## src/rtl/phase_acc_par.sv

```systemverilog
// Parallel multi-lane NCO phase generator: LANES consecutive samples per clock, start offset, valid/ready config.
// Define PHASE_ACC_SWEEP_EN to build the repeating linear frequency sweep (chirp) and sweep_done_o pulses.

module phase_acc_lane #(
    parameter int PHASE_W = 32,
    parameter int K       = 0
) (
    input  logic               clk_i,
    input  logic               rst_i,
    input  logic [PHASE_W-1:0] acc,
    input  logic [PHASE_W-1:0] inc,
    output logic [PHASE_W-1:0] phase
);
    // Constant multiply as a shift-and-add chain; K is at most 15.
    function automatic logic [PHASE_W-1:0] mul_const(input logic [PHASE_W-1:0] x, input logic [4:0] k);
        logic [PHASE_W-1:0] r;
        r = '0;
        for (int b = 0; b < 5; b++)
            if (k[b]) r = r + (x << b);
        return r;
    endfunction

    always_ff @(posedge clk_i or posedge rst_i) begin
        if (rst_i) phase <= '0;
        else       phase <= acc + mul_const(inc, 5'(K));
    end
endmodule

module phase_acc_par #(
    parameter int LANES   = 4,
    parameter int PHASE_W = 32,
    parameter int CNT_W   = 16
) (
    input  logic                     clk_i,
    input  logic                     rst_i,
    input  logic                     cfg_valid_i,
    output logic                     cfg_ready_o,
    input  logic [PHASE_W-1:0]       cfg_inc_i,
    input  logic [PHASE_W-1:0]       cfg_step_i,
    input  logic [CNT_W-1:0]         cfg_len_i,
    input  logic [PHASE_W-1:0]       cfg_off_i,
    input  logic                     sync_i,
    output logic [LANES*PHASE_W-1:0] phase_o,
    output logic                     valid_o,
    output logic                     sweep_done_o
);
    typedef enum logic [1:0] {IDLE, TONE, SWEEP} state_t;

    function automatic logic [PHASE_W-1:0] mul_const(input logic [PHASE_W-1:0] x, input logic [4:0] k);
        logic [PHASE_W-1:0] r;
        r = '0;
        for (int b = 0; b < 5; b++)
            if (k[b]) r = r + (x << b);
        return r;
    endfunction

    state_t                        state;
    logic [PHASE_W-1:0]            acc, inc;
    logic [PHASE_W-1:0]            act_inc0, act_off, sh_inc0, sh_off;
    logic                          pending, accept, apply, valid_q;
    logic [LANES-1:0][PHASE_W-1:0] lane_ph;

    assign accept      = cfg_valid_i && !pending;
    assign cfg_ready_o = !pending;
    assign valid_o     = valid_q;
    assign phase_o     = lane_ph;

`ifdef PHASE_ACC_SWEEP_EN
    logic [PHASE_W-1:0] act_step, sh_step;
    logic [CNT_W-1:0]   cnt, act_len, sh_len;
    logic               wrap, done_q;

    assign wrap         = (state == SWEEP) && (cnt == '0);
    // A sweep in progress only takes a new config at its wrap, keeping the chirp intact.
    assign apply        = pending && ((state != SWEEP) || wrap);
    assign sweep_done_o = done_q;
`else
    logic unused_cfg;

    assign unused_cfg   = ^{cfg_step_i, cfg_len_i};
    assign apply        = pending;
    assign sweep_done_o = 1'b0;
`endif

    always_ff @(posedge clk_i or posedge rst_i) begin
        if (rst_i) begin
            state    <= IDLE;
            acc      <= '0;
            inc      <= '0;
            act_inc0 <= '0;
            act_off  <= '0;
            sh_inc0  <= '0;
            sh_off   <= '0;
            pending  <= 1'b0;
            valid_q  <= 1'b0;
`ifdef PHASE_ACC_SWEEP_EN
            act_step <= '0;
            sh_step  <= '0;
            act_len  <= '0;
            sh_len   <= '0;
            cnt      <= '0;
            done_q   <= 1'b0;
`endif
        end else begin
            valid_q <= (state != IDLE);
            acc     <= acc + mul_const(inc, 5'(LANES));
            if (accept) begin
                sh_inc0 <= cfg_inc_i;
                sh_off  <= cfg_off_i;
                pending <= 1'b1;
`ifdef PHASE_ACC_SWEEP_EN
                sh_step <= cfg_step_i;
                sh_len  <= cfg_len_i;
`endif
            end
            if (apply) begin
                pending  <= 1'b0;
                act_inc0 <= sh_inc0;
                act_off  <= sh_off;
                acc      <= sh_off;
                inc      <= sh_inc0;
`ifdef PHASE_ACC_SWEEP_EN
                act_step <= sh_step;
                act_len  <= sh_len;
                cnt      <= sh_len - 1'b1;
                state    <= (sh_len != '0) ? SWEEP : TONE;
`else
                state    <= TONE;
`endif
            end else if (sync_i && state != IDLE) begin
                acc <= act_off;
                inc <= act_inc0;
`ifdef PHASE_ACC_SWEEP_EN
                cnt <= act_len - 1'b1;
            end else if (state == SWEEP) begin
                // Wrap restarts the increment but lets acc run on: phase-continuous chirp.
                if (wrap) begin
                    inc <= act_inc0;
                    cnt <= act_len - 1'b1;
                end else begin
                    inc <= inc + act_step;
                    cnt <= cnt - 1'b1;
                end
`endif
            end
`ifdef PHASE_ACC_SWEEP_EN
            done_q <= wrap;
`endif
        end
    end

    for (genvar k = 0; k < LANES; k++) begin : g_lane
        phase_acc_lane #(.PHASE_W(PHASE_W), .K(k)) u_lane (
            .clk_i (clk_i),
            .rst_i (rst_i),
            .acc   (acc),
            .inc   (inc),
            .phase (lane_ph[k])
        );
    end
endmodule

```

## config.mk

```make
export PLATFORM = sky130hd
export DESIGN_NAME = phase_acc_par
export DESIGN_NICKNAME = d
export VERILOG_FILES = /design/src/rtl/phase_acc_par.sv
export SDC_FILE = /design/constraint.sdc
export NUM_CORES = 1
export LEC_CHECK = 0
export BUFFER_PORTS_ARGS = -buffer_cell sky130_fd_sc_hd__buf_4
export CORE_MARGIN = 10
export CORE_UTILIZATION = 50
export CTS_CLUSTER_DIAMETER = 100
export DETAILED_ROUTE_END_ITERATION = 8
export PLACE_DENSITY = 0.78
export SLEW_MARGIN = 20
export SYNTH_ARGS = -nofsm -noshare
export SYNTH_HDL_FRONTEND = slang
export SYNTH_HIERARCHICAL = 1
export SYNTH_SLANG_ARGS = --single-unit
```

## constraint.sdc

```tcl
create_clock -name clk_i -period 9.8 [get_ports clk_i]
set_input_delay 0.98 -clock clk_i [delete_from_list [all_inputs] [get_ports clk_i]]
set_output_delay 0.98 -clock clk_i [all_outputs]
set_load 0.01 [all_outputs]
```

==> impl_results.rst, run 1 <==
.. list-table::
   :header-rows: 1

   * - Metric
     - Value
   * - Status
     - complete, no violations
   * - Peak clock frequency supported by timing
     - 0.268 GHz
   * - Final estimated routing congestion in global placement
     - 0.923
   * - Post-CTS clock slew at the launch and capture registers of the worst setup and hold paths
     - 0.06 ns
   * - Post-synthesis async set-or-reset flop share
     - 1.00
   * - RSZ-0062 raised after global routing
     - no
   * - Cell area after synthesis
     - 18300 sq um
   * - Die Footprint
     - 44700 sq um
   * - Proportion of netlist area held by the largest area contributor
     - 0.441
   * - Min-delay worst type
     - input port to async pin
   * - Maximum net fanout on the critical path
     - 9
   * - Sum of negative setup slack
     - 0 ns
   * - Gate family responsible for the most delay along the worst path
     - compound AO/OA/AOI/OAI gates
   * - Buffers & Inverters on Critical Path
     - 0
   * - Post-Synthesis Cells
     - 1697
   * - Slowest library cell on the worst path
     - dfrtp_1
   * - Flip-flop and latch count after synthesis
     - 323
   * - Number of clock sinks
     - 323
   * - Yosys warnings
     - 6
   * - Most frequent cells after synthesis
     - dfrtp_1 (323), mux2_2 (146), a21oi_1 (135)
   * - Synthesized area per cell
     - 10.8 sq um
   * - Critical path endpoint category
     - flop
   * - Number of levels the H-tree was split into
     - 2
   * - Worst R2R Start
     - inc[1]
   * - Gr ovfl total
     - 0
   * - Crit path time final
     - 3.73 ns
   * - CTS buffer count
     - 34
   * - Number of input and output port buffers inserted
     - 197
   * - Synthesized netlist net count
     - 1968
   * - Post CTS Setup Buffer Count
     - 0
   * - Setup crit start
     - inc[1]
   * - Critical path launch point type
     - flop
   * - Most used flip-flop cell after synthesis
     - dfrtp_1
   * - Final hold vios
     - 0
   * - Detailed placement HPWL
     - 38700 microns
   * - DR pass1 iterations
     - 5
   * - Global-route wire length before repair
     - 78400 microns
   * - Period utilisation layout
     - 0.381
   * - Standard cell core area
     - 36400 sq um
   * - Max stage delay on crit path
     - 0.66 ns
   * - Clock latency on the worst-skew pair
     - 0.54 ns
   * - Detailed-route via count
     - 13900
   * - Number of gates given a new drive strength after cts
     - 0
   * - Placement row count
     - 70
   * - Effective utilization at floorplan
     - 0.503
   * - Data required time at the worst endpoint
     - 10.25 ns
   * - Register Area
     - 8090 sq um
   * - Number of antenna violations at the first check in global routing
     - 0
   * - EDFF count, synth
     - 0
   * - Critical setup path kind
     - flop to flop
   * - DRC marker count from the first detailed-route iteration
     - 992
   * - Ant. Diodes
     - 0
   * - Slew @ Worst Pin
     - 0.945 ns
   * - Fillers
     - 3014
   * - DRC violations left
     - 0
   * - Number of global-route vias before repair
     - 14100
   * - Detailed-route wire length
     - 49900 microns
   * - Overall routing resource usage
     - 0.221
   * - Ports
     - 247
   * - Cell type with the largest total area after synthesis
     - dfrtp_1
   * - Library cell with the highest instance count after synthesis
     - dfrtp_1
   * - Worst-case headroom to the max-slew limit
     - 0.354
   * - # hold bufs at CTS
     - 0
   * - Mean routed wirelength per cell
     - 21.2 microns
   * - CTS Root Buffer Type
     - clkbuf_16
   * - Via count normalized by instance count
     - 5.89
   * - Count of max-cap constraint violations
     - 0
   * - Total count of max-transition violations in the final report
     - 0
   * - Antenna Nets Post-Route
     - 0
   * - Synthesis-to-finish area growth
     - 16.1%
   * - Synth cell types
     - 95
   * - Largest net degree at the start of global routing
     - 129
   * - Share of layout cells above drive strength 1
     - 0.239
   * - Worst clock skew on the final layout
     - 0.0231 ns
   * - TritonCTS clock tree
     - done
   * - Count of nets after finishing
     - 2136
   * - Die boundary height
     - 212 microns
   * - Fraction of the yosys area taken by sequential cells
     - 0.441
   * - Number of failing setup endpoints in the final timing report
     - 0
   * - Die width
     - 212 microns
   * - Cell types with the largest area share after synthesis
     - dfrtp_1 (44%), mux2_2 (9.0%), ha_1 (8.3%)
   * - Arrival time of the worst setup path
     - 4.19 ns
   * - Total area of multi-input combinational cells
     - 9730 sq um
   * - Longest Clk Path Bufs
     - 3
   * - CP cell instances
     - fa_1 > ha_1 > fa_1 > a21oi_1 > o22ai_1 > o211ai_2 > nand2_1 > o21ai_1 > nand2_1 > a311oi_1 > xnor2_1
-- cell usage in the layout, fill, tap and decap left out, drive strengths merged, types with 23 or more instances in the layout --
cell type and instances:
nand3 41, ha 121, buf 207, clkbuf 47
nor2 105, nand4 23, inv 49, mux2 146
fa 34, a21o 49, xor2 35, xnor2 67
o21ai 95, a21oi 140, dfrtp 323, nand2 121
-- cell type report --
class                   instances  share of cell area
multi-input cells            1253               0.457
flip-flops and latches        323               0.380
repair buffers                207              0.0730
inverters                      46             0.00846
clock inverters                13             0.00788
clock buffers                  47              0.0461
well taps                     468              0.0275
-- cells by family after synthesis --
logic type / after synthesis / share of synthesized area
buffers and inverters: 121 / 0.0289
adder cells (fa/ha/maj): 155 / 0.120
AND/OR/NAND/NOR: 389 / 0.102
multiplexers: 154 / 0.0940
other: 1 / 0.000204
flip-flops: 323 / 0.441
XOR/XNOR: 102 / 0.0487
AO/OA/AOI/OAI: 452 / 0.165
-- state kept, by name, summed over array words and instances, names as in the netlist, 32 cells and up --
| signal | count |
|---|---|
| acc | 32 |
| act_inc0 | 32 |
| act_off | 32 |
| g_lane.u_lane/phase | 128 |
| inc | 32 |
| sh_inc0 | 32 |
| sh_off | 32 |
-- per-layer routing --
layer	global-route usage	vias to the layer above	wire [microns]
li1	-	6506	-
met1	0.295	6885	22000
met2	0.366	417	23800
met3	0.0327	64	3030
met4	0.0605	0	1050
met5	0	-	0
-- stage by stage --
step / area [sq um] / utilization / hold WS [ns] / setup WS [ns] / cells
detailed placement: 20100 / 0.553 / 0.410 / 6.24 / 2297
global placement: 20100 / 0.553 / 0.396 / 6.31 / 2297
CTS: 21300 / 0.584 / 0.331 / 6.13 / 2357
finish: 21300 / 0.584 / 0.346 / 6.07 / 2357
floorplan: 18300 / - / 0.379 / 3.51 / 1697
global route: 21300 / 0.584 / 0.346 / 5.93 / 2357
-- path summary, 6_finish.rpt --
kind | end | slack [ns] | cells after the start
max | g_lane[3].u_lane/phase[21] | 6.07 | 11
min reg2reg | valid_o | 0.43 | 0
min in group clk_i | valid_o | 0.43 | 0
min | g_lane[1].u_lane/phase[1] | 0.35 | 2
max reg2reg | g_lane[3].u_lane/phase[21] | 6.07 | 11
max in group asynchronous | act_inc0[31] | 7.71 | 3
Power of run 1 is left out: the tool's default activity adds up to more than one toggle a clock period on the data nets, which glitch-free logic cannot reach.
==> run 2: changes to the inputs <==
Settings changed: PLACE_DENSITY 0.78 to 0.81.
Clock period 9.8 ns to 3.3 ns, I/O delays scaled along.
==> impl_results.rst, run 2 (same netlist as run 1, synthesis figures left out) <==
.. list-table::
   :header-rows: 1

   * - Metric
     - Value
   * - Min-delay worst type
     - input port to flop
   * - Status
     - complete, no violations
   * - Worst-case headroom to the max-slew limit
     - 0.334
   * - Register Area
     - 8090 sq um
   * - Die width
     - 212 microns
   * - Most common cell on crit path
     - nor2_1
   * - Largest net degree at the start of global routing
     - 69
   * - Ant. Diodes
     - 0
   * - CP cell instances
     - buf_4 > fa_1 > ha_1 > nand3_1 > nor2_1 > nor2_1 > a2111oi_2 > a41o_2 > a211oi_2 > o21ai_1 > xor2_1
   * - Clock latency on the worst-skew pair
     - 0.53 ns
   * - Synthesis-to-finish area growth
     - 18.8%
   * - Max stage delay on crit path
     - 0.48 ns
   * - Most common cell after layout, fill and taps aside
     - dfrtp_1
   * - Slowest library cell on the worst path
     - dfrtp_1
   * - Count of nets after finishing
     - 2190
   * - Via count normalized by instance count
     - 5.96
   * - Gr ovfl total
     - 0
   * - Critical path launch point type
     - flop
   * - Most frequent cells in the layout
     - dfrtp_1 (319), buf_4 (255), mux2_2 (146)
   * - Die Footprint
     - 44700 sq um
   * - Number of failing setup endpoints in the final timing report
     - 0
   * - Buffers & Inverters on Critical Path
     - 1
   * - Slew @ Worst Pin
     - 0.998 ns
   * - Overall routing resource usage
     - 0.237
   * - Number of levels the H-tree was split into
     - 2
   * - Detailed placement HPWL
     - 42400 microns
   * - Antenna Nets Post-Route
     - 0
   * - Number of input and output port buffers inserted
     - 197
   * - Mean routed wirelength per cell
     - 22.3 microns
   * - Gate family responsible for the most delay along the worst path
     - compound AO/OA/AOI/OAI gates
   * - Placement row count
     - 70
   * - Longest Clk Path Bufs
     - 3
   * - CTS buffer count
     - 35
   * - Number of flip-flops under the largest register name
     - 128
   * - Final hold vios
     - 0
   * - DR pass1 iterations
     - 5
   * - Period utilisation layout
     - 0.974
   * - Share of layout cells above drive strength 1
     - 0.264
   * - Worst Hold Slack
     - 0.0160 ns
   * - Worst clock skew on the final layout
     - 0.0108 ns
   * - Largest register by flop count
     - g_lane.u_lane/phase
   * - Fillers
     - 2987
   * - Post-CTS clock slew at the launch and capture registers of the worst setup and hold paths
     - 0.06 ns
   * - Number of clock sinks
     - 323
   * - Number of antenna violations at the first check in global routing
     - 0
   * - Global-route wire length before repair
     - 83000 microns
   * - Critical setup path kind
     - flop to flop
   * - Total area of multi-input combinational cells
     - 9760 sq um
   * - Count of max-cap constraint violations
     - 0
   * - Data required time at the worst endpoint
     - 3.71 ns
   * - DRC violations left
     - 0
   * - DRC marker count from the first detailed-route iteration
     - 1125
   * - Ports
     - 247
   * - Post-Place Setup Slack
     - 0.0560 ns
   * - Effective utilization at floorplan
     - 0.503
   * - Detailed-route via count
     - 14400
   * - TritonCTS clock tree
     - done
   * - Post CTS Setup Buffer Count
     - 0
   * - Total count of max-transition violations in the final report
     - 0
   * - Critical path endpoint category
     - flop
   * - Maximum net fanout on the critical path
     - 4
   * - Post-layout worst setup margin
     - 0.0843 ns
   * - CTS Root Buffer Type
     - clkbuf_16
   * - Peak clock frequency supported by timing
     - 0.311 GHz
   * - Die boundary height
     - 212 microns
   * - Crit path time final
     - 3.22 ns
   * - Final estimated routing congestion in global placement
     - 0.978
   * - Arrival time of the worst setup path
     - 3.63 ns
   * - Detailed-route wire length
     - 53800 microns
   * - Number of global-route vias before repair
     - 14500
   * - Standard cell core area
     - 36400 sq um
==> run 2: cell count changes in the layout (fill, tap and decap cells not counted), sizes merged <==
cell and change:
buf +51, inv -3, clkbuf +1, dlygate4sd3 +2, clkinv +1, clkinvlp +5
==> run 2: timing repair <==
item,CTS,global route
hold endpoints to repair,97,0
setup endpoints to repair,0,7
hold buffers,2,0
resized for setup,0,8
==> run 2: path summary, 6_finish.rpt <==
| check | start | to | slack (ns) | depth (start not counted) |
|---|---|---|---|---|
| setup / recovery | inc[2] | g_lane[3].u_lane/phase[28] | 0.08 | 11 |
| hold / removal | cfg_off_i[6] | sh_off[6] | 0.02 | 3 |
| setup reg to reg | inc[2] | g_lane[3].u_lane/phase[28] | 0.08 | 11 |
| hold reg to reg | state[0] | valid_o | 0.44 | 0 |
| max in group asynchronous | rst_i | g_lane[1].u_lane/phase[30] | 1.92 | 4 |
| min in group asynchronous | rst_i | g_lane[3].u_lane/phase[0] | 0.50 | 4 |
==> run 2: stage by stage <==
step                 util  cell area [sq um]  instances  setup TNS [ns]
global placement    0.564              20600       2348               0
floorplan               -              18300       1697               0
detailed placement  0.564              20600       2348               0
finish              0.598              21800       2414               0
global route        0.598              21800       2414         -0.0177
CTS                 0.597              21800       2414               0
==> run 2: worst reg2reg max path, stage by stage (launching register included) <==
cell	delay [ns]
dfrtp_1	0.48
buf_4	0.21
fa_1	0.46
ha_1	0.38
nand3_1	0.11
nor2_1	0.06
nor2_1	0.23
a2111oi_2	0.13
a41o_2	0.33
a211oi_2	0.38
o21ai_1	0.16
xor2_1	0.16
==> run 2: layout make-up <==
type,instances,area share
sequential,323,0.371
inverter,46,0.00809
tap,468,0.0269
timing repair buffer,260,0.0915
clock inverter,16,0.00850
clock buffer,48,0.0462
multi-input combinational,1253,0.448
==> run 2: routing by layer <==
layer / wire (microns) / vias to the layer above / global-route usage
met2: 25100 / 516 / 0.381
li1: - / 6621 / -
met1: 24400 / 7199 / 0.332
met3: 3390 / 60 / 0.0334
met5: 0 / - / 0
met4: 957 / 0 / 0.0558
Power of run 2 is left out for the same reason.
==> run 3: changes to the inputs <==
Settings changed: HOLD_SLACK_MARGIN set to 0.05, PLACE_DENSITY 0.81 to 0.85.
==> impl_results.rst, run 3 (same netlist as run 1, synthesis figures left out) <==
.. list-table::
   :header-rows: 1

   * - Metric
     - Value
   * - Status
     - complete, no violations
   * - DRC marker count from the first detailed-route iteration
     - 1264
   * - Crit path time final
     - 3.17 ns
   * - Antenna Nets Post-Route
     - 0
   * - Slew @ Worst Pin
     - 0.809 ns
   * - Longest Clk Path Bufs
     - 3
   * - Number of clock sinks
     - 323
   * - Critical path launch point type
     - flop
   * - Largest net degree at the start of global routing
     - 65
   * - Effective utilization at floorplan
     - 0.503
   * - Final hold vios
     - 0
   * - Overall routing resource usage
     - 0.241
   * - Final estimated routing congestion in global placement
     - 0.965
   * - Pwr Density
     - 1290 nW/um^2
   * - Die Footprint
     - 44700 sq um
   * - Mean routed wirelength per cell
     - 21.9 microns
   * - Number of failing setup endpoints in the final timing report
     - 0
   * - Maximum net fanout on the critical path
     - 4
   * - Via count normalized by instance count
     - 5.93
   * - Arrival time of the worst setup path
     - 3.57 ns
   * - Final cell count without fillers
     - 2470
   * - Slowest library cell on the worst path
     - fa_1
   * - Number of input and output port buffers inserted
     - 197
   * - Worst-case headroom to the max-slew limit
     - 0.459
   * - Number of flip-flops under the largest register name
     - 128
   * - Synthesis-to-finish area growth
     - 22.1%
   * - Detailed placement HPWL
     - 41400 microns
   * - Die boundary height
     - 212 microns
   * - CP cell instances
     - fa_1 > ha_1 > fa_1 > a21oi_2 > o22ai_1 > o211ai_2 > a31o_2 > a21oi_2 > o31a_2 > nor4b_2 > a311oi_1
   * - Post-CTS clock slew at the launch and capture registers of the worst setup and hold paths
     - 0.07 ns
   * - Most common cell after layout, fill and taps aside
     - dfrtp_1
   * - Die width
     - 212 microns
   * - CTS buffer count
     - 34
   * - Number of global-route vias before repair
     - 14900
   * - Clock latency on the worst-skew pair
     - 0.54 ns
   * - Number of antenna violations at the first check in global routing
     - 2
   * - Peak clock frequency supported by timing
     - 0.316 GHz
   * - Total design power
     - 0.0289 W
   * - Global-route wire length before repair
     - 85000 microns
   * - Max stage delay on crit path
     - 0.49 ns
   * - DR pass1 iterations
     - 5
   * - Detailed-route wire length
     - 54000 microns
   * - Count of nets after finishing
     - 2246
   * - Critical path endpoint category
     - flop
   * - Placement row count
     - 70
   * - Leakage dissipation
     - 10.1 nW
   * - Share of layout cells above drive strength 1
     - 0.254
   * - Data required time at the worst endpoint
     - 3.71 ns
   * - Period utilisation layout
     - 0.959
   * - Standard cell core area
     - 36400 sq um
   * - Ports
     - 247
   * - Number of placed instances with taps included
     - 2341
   * - Gr ovfl total
     - 0
   * - Fillers
     - 2873
   * - Worst Hold Slack
     - 0.295 ns
   * - Number of levels the H-tree was split into
     - 2
   * - Count of max-cap constraint violations
     - 0
   * - Most frequent cells in the layout
     - dfrtp_1 (320), buf_4 (249), mux2_2 (146)
   * - Detailed-route via count
     - 14600
   * - Largest register by flop count
     - g_lane.u_lane/phase
   * - Worst clock skew on the final layout
     - 0.0181 ns
   * - Max IR drop VDD
     - 467 uV
   * - DRC violations left
     - 0
   * - Min-delay worst type
     - input port to async pin
   * - Critical setup path kind
     - flop to flop
   * - TritonCTS clock tree
     - done
   * - Total count of max-transition violations in the final report
     - 0
   * - CTS Root Buffer Type
     - clkbuf_16
==> run 3: cell count changes in the layout (fill, tap and decap cells not counted), sizes merged <==
cell and change:
buf -6, clkinvlp -4, bufinv -1, dlygate4sd3 +63
diode +2, inv +2, clkinv +2, clkbuf -2
==> run 3: power breakdown <==
| group | total, W | switching, W | internal (W) |
|---|---|---|---|
| registers | 0.00676 | 0.00122 | 0.00553 |
| clock network | 0.00398 | 0.00165 | 0.00233 |
| logic | 0.0181 | 0.0105 | 0.00761 |
==> run 3: path summary, 6_finish.rpt <==
kind	from	end	slack, ns	cells past startpoint
worst max-delay path	acc[1]	g_lane[3].u_lane/phase[31]	0.13	11
worst min-delay path	rst_i	g_lane[3].u_lane/phase[0]	0.29	3
worst max register to register	acc[1]	g_lane[3].u_lane/phase[31]	0.13	11
worst min register to register	state[0]	valid_o	0.43	0
max in group asynchronous	rst_i	sh_off[26]	1.90	4
min in group clk_i	cfg_valid_i	apply	0.38	3
==> run 3: metal layers <==
layer,global-route usage,wire length (microns),share of wire
met1,0.328,23500,0.43
met2,0.387,25100,0.46
met3,0.0380,3780,0.070
met4,0.0793,1680,0.031
met5,0,0,0
==> run 3: through the flow <==
| stage | setup WS, ns | util | setup TNS [ns] | area (sq um) |
|---|---|---|---|---|
| 2_1_floorplan | 0.239 | - | 0 | 18300 |
| 3_3_place_gp | 0.116 | 0.563 | 0 | 20500 |
| 3_5_place_dp | 0.0955 | 0.563 | 0 | 20500 |
| 4_1_cts | 0.0746 | 0.613 | 0 | 22300 |
| 5_1_grt | -0.0195 | 0.614 | -0.0216 | 22400 |
| 6_report | 0.135 | 0.614 | 0 | 22400 |
==> run 3: timing repair <==
action | in CTS | in global routing
endpoints found under the setup margin | 0 | 8
buffers inserted | 0 | 1
endpoints found under the hold margin | 196 | 1
hold buffers | 64 | 1
gates resized for setup | 0 | 9
==> run 3: worst max-delay path, delay by kind of cell, from the launching register on <==
| family | cells | cell delay [ns] |
|---|---|---|
| flip-flops | 1 | 0.40 |
| AND/OR/NAND/NOR | 1 | 0.23 |
| adder cells (fa/ha/maj) | 3 | 1.16 |
| AO/OA/AOI/OAI | 7 | 1.25 |
==> run 3: cell type report <==
cell class,count,area (sq um),area share
multi-input combinational,1253,9770,0.436
timing repair buffer,317,2580,0.115
sequential,323,8090,0.361
antenna,2,5.00,0.000224
clock inverter,15,170,0.00760
tap,468,586,0.0262
inverter,46,176,0.00788
clock buffer,46,1010,0.0450
(Power assumes the default switching activity.)
